$ cat src/rtl/diff_rx_pkg.sv
// Shared definitions for the differential receive word aligner:
// FSM state encoding and a constant-evaluable ceil(log2) helper.
package diff_rx_pkg;

    typedef enum logic [1:0] {
        ST_HUNT   = 2'd0,
        ST_VERIFY = 2'd1,
        ST_LOCKED = 2'd2
    } state_t;

    // Never returns less than 1 so that counters always have at least one bit.
    function automatic int clog2(input int value);
        int result;
        result = 0;
        for (int i = 0; i < 31; i++) begin
            if ((1 << i) < value) begin
                result = i + 1;
            end
        end
        return (result < 1) ? 1 : result;
    endfunction

endpackage

$ cat src/rtl/diff_rx_sync_detect.sv
// Serial shift window, fill tracking and sync-word comparator.
// window/match/filled describe the register contents after the current bit is shifted in.
module diff_rx_sync_detect
    import diff_rx_pkg::*;
#(
    parameter int               WIDTH     = 8,
    parameter logic [WIDTH-1:0] SYNC_WORD = 8'hBC
) (
    input  logic             clk_i,
    input  logic             srst_i,
    input  logic             en_i,
    input  logic             d_i,
    input  logic             clr_i,
    output logic [WIDTH-1:0] window_o,
    output logic             match_o,
    output logic             filled_o
);
    localparam int             FCW       = clog2(WIDTH + 1);
    localparam logic [FCW-1:0] FILL_FULL = FCW'(WIDTH);

    logic [WIDTH-1:0] sr_q;
    logic [WIDTH-1:0] sr_d;
    logic [FCW-1:0]   fill_q;
    logic [FCW-1:0]   fill_d;
    logic [FCW-1:0]   fill_inc;

    always_comb begin
        sr_d     = en_i ? {sr_q[WIDTH-2:0], d_i} : sr_q;
        fill_inc = (en_i && (fill_q != FILL_FULL)) ? fill_q + 1'b1 : fill_q;
        // Clearing discards the bit shifted this cycle from the fill count.
        fill_d   = clr_i ? '0 : fill_inc;
    end

    assign window_o = sr_d;
    assign match_o  = (sr_d == SYNC_WORD);
    assign filled_o = (fill_inc == FILL_FULL);

    always_ff @(posedge clk_i) begin
        if (srst_i) begin
            sr_q   <= '0;
            fill_q <= '0;
        end else begin
            sr_q   <= sr_d;
            fill_q <= fill_d;
        end
    end

endmodule

$ cat src/rtl/diff_rx_word_aligner.sv
// Sync-word hunting, frame-boundary locking and parallel word output for a
// sampled serial bit stream from a differential receive buffer.
module diff_rx_word_aligner
    import diff_rx_pkg::*;
#(
    parameter int               WIDTH        = 8,
    parameter logic [WIDTH-1:0] SYNC_WORD    = 8'hBC,
    parameter int               FRAME_LEN    = 16,
    parameter int               LOCK_COUNT   = 2,
    parameter int               UNLOCK_COUNT = 4
) (
    input  logic             CLK,
    input  logic             RST,
    input  logic             EN,
    input  logic             D,
    output logic [WIDTH-1:0] DATA,
    output logic             DATA_VALID,
    output logic             SOF,
    output logic             LOCKED,
    output logic             SYNC_ERR
);
    localparam int BCW = clog2(WIDTH);
    localparam int WIW = clog2(FRAME_LEN);
    localparam int GCW = clog2(LOCK_COUNT + 1);
    localparam int MCW = clog2(UNLOCK_COUNT + 1);

    localparam logic [BCW-1:0] BIT_LAST = BCW'(WIDTH - 1);
    localparam logic [WIW-1:0] IDX_LAST = WIW'(FRAME_LEN - 1);
    localparam logic [GCW-1:0] GOOD_TGT = GCW'(LOCK_COUNT);
    localparam logic [MCW-1:0] MISS_TGT = MCW'(UNLOCK_COUNT);

    state_t           state_q, state_d;
    logic [BCW-1:0]   bit_cnt_q, bit_cnt_d;
    logic [WIW-1:0]   word_idx_q, word_idx_d;
    logic [GCW-1:0]   good_q, good_d, good_inc;
    logic [MCW-1:0]   miss_q, miss_d, miss_inc;
    logic [WIDTH-1:0] data_q, data_d;
    logic             dv_q, dv_d;
    logic             sof_q, sof_d;
    logic             serr_q, serr_d;

    logic [WIDTH-1:0] window;
    logic             match;
    logic             filled;
    logic             clr_fill;
    logic             word_done;
    logic             sync_slot;

    diff_rx_sync_detect #(
        .WIDTH     (WIDTH),
        .SYNC_WORD (SYNC_WORD)
    ) u_sync_detect (
        .clk_i    (CLK),
        .srst_i   (RST),
        .en_i     (EN),
        .d_i      (D),
        .clr_i    (clr_fill),
        .window_o (window),
        .match_o  (match),
        .filled_o (filled)
    );

    // word_idx_q is the frame index of the word currently being received.
    assign word_done = EN && (state_q != ST_HUNT) && (bit_cnt_q == BIT_LAST);
    assign sync_slot = word_done && (word_idx_q == '0);
    assign good_inc  = good_q + 1'b1;
    assign miss_inc  = miss_q + 1'b1;

    always_comb begin
        state_d    = state_q;
        bit_cnt_d  = bit_cnt_q;
        word_idx_d = word_idx_q;
        good_d     = good_q;
        miss_d     = miss_q;
        data_d     = data_q;
        dv_d       = 1'b0;
        sof_d      = 1'b0;
        serr_d     = 1'b0;
        clr_fill   = 1'b0;

        if (EN && (state_q != ST_HUNT)) begin
            bit_cnt_d = word_done ? '0 : bit_cnt_q + 1'b1;
        end
        if (word_done) begin
            word_idx_d = (word_idx_q == IDX_LAST) ? '0 : word_idx_q + 1'b1;
        end

        case (state_q)
            ST_HUNT: begin
                if (EN && filled && match) begin
                    bit_cnt_d  = '0;
                    word_idx_d = WIW'(1);
                    good_d     = GCW'(1);
                    miss_d     = '0;
                    state_d    = (LOCK_COUNT == 1) ? ST_LOCKED : ST_VERIFY;
                end
            end
            ST_VERIFY: begin
                if (sync_slot) begin
                    if (match) begin
                        good_d = good_inc;
                        if (good_inc == GOOD_TGT) begin
                            state_d = ST_LOCKED;
                            miss_d  = '0;
                        end
                    end else begin
                        state_d   = ST_HUNT;
                        clr_fill  = 1'b1;
                        good_d    = '0;
                        miss_d    = '0;
                        bit_cnt_d = '0;
                    end
                end
            end
            ST_LOCKED: begin
                if (word_done) begin
                    if (word_idx_q != '0) begin
                        data_d = window;
                        dv_d   = 1'b1;
                        sof_d  = (word_idx_q == WIW'(1));
                    end else if (match) begin
                        miss_d = '0;
                    end else begin
                        serr_d = 1'b1;
                        miss_d = miss_inc;
                        if (miss_inc == MISS_TGT) begin
                            state_d   = ST_HUNT;
                            clr_fill  = 1'b1;
                            good_d    = '0;
                            miss_d    = '0;
                            bit_cnt_d = '0;
                        end
                    end
                end
            end
            default: begin
                state_d = ST_HUNT;
            end
        endcase
    end

    always_ff @(posedge CLK) begin
        if (RST) begin
            state_q    <= ST_HUNT;
            bit_cnt_q  <= '0;
            word_idx_q <= '0;
            good_q     <= '0;
            miss_q     <= '0;
            data_q     <= '0;
            dv_q       <= 1'b0;
            sof_q      <= 1'b0;
            serr_q     <= 1'b0;
        end else begin
            state_q    <= state_d;
            bit_cnt_q  <= bit_cnt_d;
            word_idx_q <= word_idx_d;
            good_q     <= good_d;
            miss_q     <= miss_d;
            data_q     <= data_d;
            dv_q       <= dv_d;
            sof_q      <= sof_d;
            serr_q     <= serr_d;
        end
    end

    assign DATA       = data_q;
    assign DATA_VALID = dv_q;
    assign SOF        = sof_q;
    assign SYNC_ERR   = serr_q;
    assign LOCKED     = (state_q == ST_LOCKED);

endmodule
$ cat config.mk
export PLATFORM = sky130hd
export DESIGN_NAME = diff_rx_word_aligner
export DESIGN_NICKNAME = d
export VERILOG_FILES = /design/src/rtl/diff_rx_pkg.sv /design/src/rtl/diff_rx_sync_detect.sv /design/src/rtl/diff_rx_word_aligner.sv
export SDC_FILE = /design/constraint.sdc
export NUM_CORES = 1
export LEC_CHECK = 0
export CAP_MARGIN = 20
export CORE_AREA = 3 3 79 81
export DETAILED_ROUTE_END_ITERATION = 12
export DIE_AREA = 0 0 82 84
export DONT_BUFFER_PORTS = 1
export PLACE_DENSITY_LB_ADDON = 0.08
export SLEW_MARGIN = 20
export SYNTH_ARGS = -nofsm -noshare
export SYNTH_HDL_FRONTEND = slang
export SYNTH_SLANG_ARGS = --single-unit
export TNS_END_PERCENT = 5
$ cat constraint.sdc
create_clock -name CLK -period 2.9 [get_ports CLK]
set_input_delay 0.29 -clock CLK [delete_from_list [all_inputs] [get_ports CLK]]
set_output_delay 0.29 -clock CLK [all_outputs]
set_load 0.1 [all_outputs]
Word-level counts from Yosys, hierarchy flattened. Cells that the tools add are included. Widths: inputs -> output; s select.

Equality and inequality tests: 17. Multiplexer cells: 45. Bitwise operators: 3. $add $sub $neg: 5. Reductions and logical operators: 19.

Operators with widths (number): $mux 3 (17); $mux 2 (10); $mux 4 (5); $pmux 3 s3 (2); $reduce_and 7->1 (2); $pmux 2 s3 (2); $add 4x1->4 const B (2); $eq 4x4->1 const B (2); $eq 8x8->1 const B (1); $mux 8 (1); $ne 2x2->1 const B (4); $reduce_or 4->1 (2); $mux 1 (7); $add 3x1->3 const B (2); $eq 3x3->1 const B (2); $logic_and 1x1->1 (6); $reduce_and 6->1 (1); $eq 2x2->1 const B (2); $eq 4x1->1 const B (1); $logic_not 4->1 (1); $ne 2x1->1 const B (2); $ne 4x4->1 const B (1); $reduce_bool 4->1 (1); $ne 3x3->1 const B (1); other kinds (10) (12).

Flip-flop bits (word level): 37. Logic and storage cells: 100. Output and inout bits: 12. Input port bits: 4.

Longest topological paths before layout. Gate-level depths: netlist of run 1.

Word-level depth: 10. Depth in mapped cells: 9. Mapped depth without buffers: 8.

Hierarchy. Synthesis of run 1 repeated with hierarchy kept, for this count alone.

Cells, all modules: 208. Area, all modules: 1945.6 µm².

By module, submodules not included: diff_rx_word_aligner (cells each 145, sequential area each 500.5 µm², instances 1, area an instance 1333.8 µm²); diff_rx_sync_detect (cells each 63, sequential area each 240.2 µm², instances 1, area an instance 611.8 µm²).

Worst setup path before layout of run 1. Ideal clock, no wire load.

Path kind: register to register. Start: register state_q[0]. End: register good_q[1]. Setup time: 96 ps. Period minus slack after synthesis: 2270 ps. Path buffers: 0. Data required time: 2804 ps. Arrival: 2175 ps. Stages on the path, launching flop included: 8. Setup slack: 630 ps. Cells stage by stage: dfxtp_1 > inv_1 > ha_1 > inv_1 > a32o_1 > nor2b_4 > a211o_2 > o41ai_2.

Elaborated cells between the ends (all ways): 16. Those cells by class: eq/ne (8); mux (1); reduce/logical (7).

RTL lines: start, declared (RTL line diff_rx_word_aligner.sv:32) `state_t state_q, state_d;`; start signal, assigned (RTL line diff_rx_word_aligner.sv:154) `state_q <= state_d;`; $eq 2x2->1 (*); via LOCKED (RTL line diff_rx_word_aligner.sv:19) `output logic LOCKED,`; $ne 2x1->1 (no source line) (tied with other cells); $reduce_and 7->1 (no source line); end signal, assigned (RTL line diff_rx_word_aligner.sv:157) `good_q <= good_d;`; end, declared (RTL line diff_rx_word_aligner.sv:35) `logic [GCW-1:0] good_q, good_d, good_inc;`.

The timed path passes the listed nets; every way through them passes the cells marked *. A chain may end at the register's enable or synchronous reset.

Worst setup path in the final report of run 1.
Start: register state_q[0]. End: register u_sync_detect.fill_q[0].

Cells in the longest elaborated chain, start to end: 7. Elaborated cells between the ends (all ways): 10. Those cells by class: eq/ne (2); mux (3); reduce/logical (5).

Ends and longest elaborated chain: $reduce_bool 2->1 (RTL line diff_rx_word_aligner.sv:64) `assign word_done = EN && (state_q != ST_HUNT) && (bit_cnt_q == BIT_LAST);`; $logic_and 1x1->1 (2 in a row) (RTL line diff_rx_word_aligner.sv:64); $logic_and 1x1->1 (RTL line diff_rx_word_aligner.sv:65) `assign sync_slot = word_done && (word_idx_q == '0);`; $mux 1 (RTL line diff_rx_word_aligner.sv:99) `if (sync_slot) begin`; $pmux 1 s2 (*) (RTL line diff_rx_word_aligner.sv:88) `case (state_q)`; $reduce_or 2->1 (no source line) (*); end signal, assigned (RTL line diff_rx_sync_detect.sv:44) `fill_q <= fill_d;`; end, declared (RTL line diff_rx_sync_detect.sv:23) `logic [FCW-1:0] fill_q;`.

Every way passes the cells marked *; elsewhere a longest branch is shown, timed or not.

==> results of run 1 <==
==> layout make-up <==
| class | count | area share [%] |
|---|---|---|
| flip-flops and latches | 37 | 35.2 |
| multi-input cells | 152 | 53.3 |
| clock inverters | 3 | 1.01 |
| inverters | 12 | 2.14 |
| repair buffers | 2 | 0.714 |
| clock buffers | 5 | 3.27 |
| well taps | 72 | 4.29 |
==> per-stage QoR <==
step | hold WS (ns) | power (mW) | instance area [sq um]
2_1_floorplan | 0.441 | 0.563 | 1950
3_3_place_gp | 0.365 | 0.558 | 2010
3_5_place_dp | 0.366 | 0.560 | 2010
4_1_cts | 0.0476 | 0.931 | 2100
5_1_grt | 0.0346 | 0.961 | 2100
6_report | 0.0598 | 0.916 | 2100
==> critical path, stage by stage (launching register included) <==
cell      delay (ns)
dfxtp_1         0.39
inv_1           0.08
ha_1            0.28
nand2b_1        0.28
nor2_1          0.32
nand3_1         0.20
o41ai_1         0.86
nor2_1          0.11
==> worst max-delay path by stage <==
stage	slack (ns)	start	depth (start not counted)	end
floorplan	0.63	state_q[0]	7	good_q[1]
global placement	0.32	state_q[0]	7	u_sync_detect.fill_q[1]
detailed placement	0.26	state_q[0]	7	u_sync_detect.fill_q[0]
CTS	0.23	state_q[0]	7	u_sync_detect.fill_q[0]
global route	0.02	state_q[0]	7	u_sync_detect.fill_q[3]
finish	0.25	state_q[0]	7	u_sync_detect.fill_q[0]
==> report_power, final <==
group / switching [mW] / leakage, nW / total [mW] / internal (mW)
clock network: 0.197 / 0.0445 / 0.368 / 0.171
registers: 0.00496 / 0.299 / 0.517 / 0.512
logic: 0.0165 / 0.494 / 0.0308 / 0.0142
==> registers in the layout, summed over array words and instances (netlist names) <==
name / count
DATA: 8
u_sync_detect.sr_q: 8
u_sync_detect.fill_q: 4
word_idx_q: 4
bit_cnt_q: 3
miss_q: 3
good_q: 2
state_q: 2
DATA_VALID: 1
SOF: 1
SYNC_ERR: 1
==> Yosys cell counts (2+ instances only) <==
library cell | number | area [sq um]
nand3_1 | 4 | 20.0
and3b_1 | 2 | 17.5
xnor2_1 | 3 | 26.3
nand3_2 | 2 | 20.0
and4b_1 | 2 | 20.0
mux2i_1 | 10 | 100
a211oi_1 | 10 | 75.1
inv_1 | 12 | 45.0
nor2_1 | 25 | 93.8
a21o_1 | 2 | 15.0
buf_2 | 2 | 10.0
a21boi_0 | 2 | 15.0
and3_1 | 3 | 18.8
a21oi_1 | 13 | 65.1
nand2b_1 | 4 | 25.0
ha_1 | 14 | 175
and2_1 | 4 | 25.0
a311oi_1 | 3 | 26.3
nand2_1 | 13 | 48.8
nand3b_1 | 2 | 15.0
o21ai_0 | 3 | 15.0
nor3_1 | 5 | 25.0
o41ai_1 | 2 | 17.5
dfxtp_1 | 37 | 741
clkbuf_1 | 4 | 15.0
nor3b_1 | 2 | 15.0
==> kinds of logic (layout without fill, tap and decap cells) <==
kind of cell | Yosys count | in the layout | synth area share, %
DFF | 37 | 37 | 38.0
buffers and inverters | 20 | 22 | 4.55
and+or+nand+nor | 75 | 75 | 21.1
muxes | 10 | 10 | 5.13
AOI/OAI and AO/OA | 49 | 49 | 20.5
xor gates and xnor gates | 4 | 4 | 1.80
adders and majority gates | 14 | 14 | 8.98
==> routing by layer <==
layer,up-vias,global-route usage [%],share of wire [%],routed length (microns)
met5,-,0,0,0
met2,15,17.8,47,1800
met3,4,4.21,3.5,136
met4,0,5.14,1.0,40
met1,680,16.2,48,1860
li1,753,-,-,-
==> impl_metrics.yaml, run 1 <==
synth:
  yosysSeqAreaShare_pct: 38.0
  syn_inst: 209
  syn_area_sq_um: 1950
  yosysWarnings: 0
  ys_ff_latch: 37
  synth_edf_count: 0
  synth_fp_nets: 227
  yosysUniqueCellTypes: 50
  ys_async_sr_fraction_pct: 0
  syn_area_per_cell_sq_um: 9.33
  synthFlopType: "dfxtp_1"
floorplanning:
  dieArea_sq_um: 6890
  core_area_sq_um: 5540
  row_count: 27
  die_x_microns: 82
  chipHeight_microns: 84
  pin_count: 16
  start_util_pct: 35.2
drt:
  routed_wl_mm: 3.84
  dr_total_vias: 1452
  drtAntennaViolNets: 0
  viasPerCell: 5.13
  wl_per_cell_microns: 13.6
  drcViolationCount: 0
  drt_iter0_drc: 47
  firstDrtPassIters: 4
layout:
  finalNonFillerCells: 283
  fin_nets: 228
  final_core_util_pct: 37.9
  mostFrequentLayoutCell: "dfxtp_1"
  diodes: 0
  multi_input_area_sq_um: 1120
  seq_area_sq_um: 741
  syn_to_final_growth_pct: 7.76
  mostFrequentLayoutCells: "dfxtp_1 (37), nor2_1 (25), ha_1 (14), a21oi_1 (13), nand2_1 (13)"
  n_fill_cell: 582
  drive_gt1_share_pct: 11.4
timing:
  fin_skew_ns: 0.00859
  finalCriticalPeriod_ns: 2.65
  hold_violations: 0
  relSlewSlack_pct: 34.4
  worst_pin_slew_ns: 0.983
  fin_crit_sh_pct: 91.4
  final-setup-viol-count: 0
  rsz0062_at_grt: "false"
  max_freq_mhz: 377
  setup_ws_ns: 0.248
  fin_tns_setup_ns: 0
  maxSlewViolCount: 0
placed_design:
  dp_slack_ns: 0.258
  port_buffers: 0
  place_inst: 275
  place_congestion: 0.820
  dp_hpwl_mm: 2.87
clocking:
  postCtsHoldBufs: 0
  cts_buffers: 5
  root_buffer: "clkbuf_8"
  post_cts_resized: 0
  max-clock-path-buffers: 2
  cts.sinks: 37
  cts_tree: "yes"
  insertion_delay_ns: 0.29
  post_cts_buffers: 0
  clkTransAtPathRegs_ns: 0.08
  h-tree-depth: 2
critical_path:
  cp.required_ns: 3.05
  r2r_start: "state_q[0]"
  start_kind: "register"
  endpoint_kind: "register"
  reg2reg_to: "u_sync_detect.fill_q[0]"
  reg2reg_depth: 7
  crit_path_max_fanout: 6
  criticalPathCategory: "register to register"
  reg2reg_slack_ns: 0.25
  worstPathArrival_ns: 2.80
pwr:
  ir_worst_vdd_uv: 206
  leakage_nw: 0.837
  power_density_nw_per_um2: 436
global_routing:
  grt_first_pass_wirelength_mm: 6.62
  antenna_found_initial: 0
  grtUsageTotal_pct: 12.2
  first_global_vias: 1438
  grt_max_degree: 28
  grt_overflow: 0
hold_path:
  hold_path.class: "input port to register"
  hold_path_end: "u_sync_detect.sr_q[7]"
  hp-start: "RST"
  holdPathStages: 1
run_status:
  status: "completed"
run:
  drv_cap: 0
Power figures use the tool's default switching activity.
==> run 2, diff against run 1 <==
Settings changed: PLACE_DENSITY set to 0.55, PLACE_DENSITY_LB_ADDON 0.08 to unset, SLEW_MARGIN 20 to 5.
==> run 2 against run 1 <==
Effect of this change:
- setup slack better by 0.068 ns
- wire length shrank 2.6%
- cell count is the same
- via count grew 0.21%
- sequential share of layout area shrank 0.063 points
- clock skew is 0.0025 ns lower
- combinational power about the same
- largest cell class unchanged
- highest routed layer unchanged
==> impl_metrics.yaml, run 2 (synthesis results as in run 1) <==
clocking:
  cts_tree: "yes"
  post_cts_resized: 0
  h-tree-depth: 2
  cts.sinks: 37
  post_cts_buffers: 0
  cts_buffers: 5
  postCtsHoldBufs: 0
  insertion_delay_ns: 0.29
  root_buffer: "clkbuf_8"
  max-clock-path-buffers: 2
  clkTransAtPathRegs_ns: 0.09
drt:
  wl_per_cell_microns: 13.2
  dr_total_vias: 1455
  drcViolationCount: 0
  viasPerCell: 5.14
  routed_wl_mm: 3.74
  drt_iter0_drc: 58
  firstDrtPassIters: 4
  drtAntennaViolNets: 0
floorplanning:
  chipHeight_microns: 84
  start_util_pct: 35.2
  pin_count: 16
  dieArea_sq_um: 6890
  core_area_sq_um: 5540
  row_count: 27
  die_x_microns: 82
global_routing:
  grtUsageTotal_pct: 11.6
  grt_first_pass_wirelength_mm: 6.24
  first_global_vias: 1346
  grt_overflow: 0
  antenna_found_initial: 0
  grt_max_degree: 28
pwr:
  total_power_mw: 0.929
  leakage_nw: 0.838
  power_density_nw_per_um2: 441
  ir_worst_vdd_uv: 245
timing:
  rsz0062_at_grt: "false"
  finalCriticalPeriod_ns: 2.58
  fin_tns_setup_ns: 0
  hold_violations: 0
  worst_pin_slew_ns: 0.993
  fin_crit_sh_pct: 89.1
  max_freq_mhz: 387
  fin_skew_ns: 0.00613
  relSlewSlack_pct: 33.7
  maxSlewViolCount: 0
  final-setup-viol-count: 0
  holdWs_ns: 0.0558
  setup_ws_ns: 0.316
placed_design:
  place_congestion: 0.745
  dp_hpwl_mm: 2.69
  dp_slack_ns: 0.283
  port_buffers: 0
critical_path:
  reg2reg_slack_ns: 0.32
  worstPathArrival_ns: 2.73
  start_kind: "register"
  cp.required_ns: 3.05
  endpoint_kind: "register"
  crit_path_max_fanout: 6
  criticalPathCategory: "register to register"
layout:
  final_core_util_pct: 38.0
  syn_to_final_growth_pct: 7.95
  mostFrequentLayoutCell: "dfxtp_1"
  drive_gt1_share_pct: 11.4
  mostFrequentLayoutCells: "dfxtp_1 (37), nor2_1 (25), ha_1 (14), a21oi_1 (13), nand2_1 (13)"
  diodes: 0
  fin_nets: 228
run:
  drv_cap: 0
hold_path:
  hold_path.class: "input port to register"
run_status:
  status: "completed"
-- run 2: per-stage QoR --
stage	instance area [sq um]	instances
2_1_floorplan	1950	209
3_3_place_gp	2010	275
3_5_place_dp	2010	275
4_1_cts	2110	283
5_1_grt	2110	283
6_report	2110	283
-- run 2: path summary, 6_finish.rpt --
path,startpoint,to,cells after the start
worst max-delay path,state_q[0],u_sync_detect.fill_q[0],7
worst min-delay path,RST,DATA[7],1
worst max register to register,state_q[0],u_sync_detect.fill_q[0],7
worst min register to register,miss_q[2],miss_q[2],1
-- run 2: power by group --
part	internal (mW)	total [mW]	switching, mW	leakage (nW)
Clock	0.174	0.382	0.208	0.0447
Combinational	0.0143	0.0305	0.0161	0.494
Sequential	0.512	0.517	0.00467	0.299
-- run 2: layer usage --
layer  share of wire [%]  GRT usage (%)  wire length, microns  vias up
met2                  44           17.0                  1660       26
met1                  48           15.0                  1810      668
met4                 1.7           4.53                    63        0
met3                 5.6           4.32                   211        7
li1                    -              -                     -      754
met5                   0              0                     0        -
-- run 2: cell type report --
class	count	area (sq um)
fill	571	3430
inverter	12	45.0
clock inverter	3	25.0
tap	72	90.1
sequential	37	741
timing repair buffer	2	15.0
clock buffer	5	68.8
multi-input combinational	152	1120
-- run 2: worst max-delay path: stages, from the launching register on --
cell      delay (ns)
dfxtp_1         0.40
inv_1           0.08
ha_1            0.30
nand2b_1        0.27
nor2_1          0.27
nand3_1         0.19
o41ai_1         0.82
nor2_1          0.12
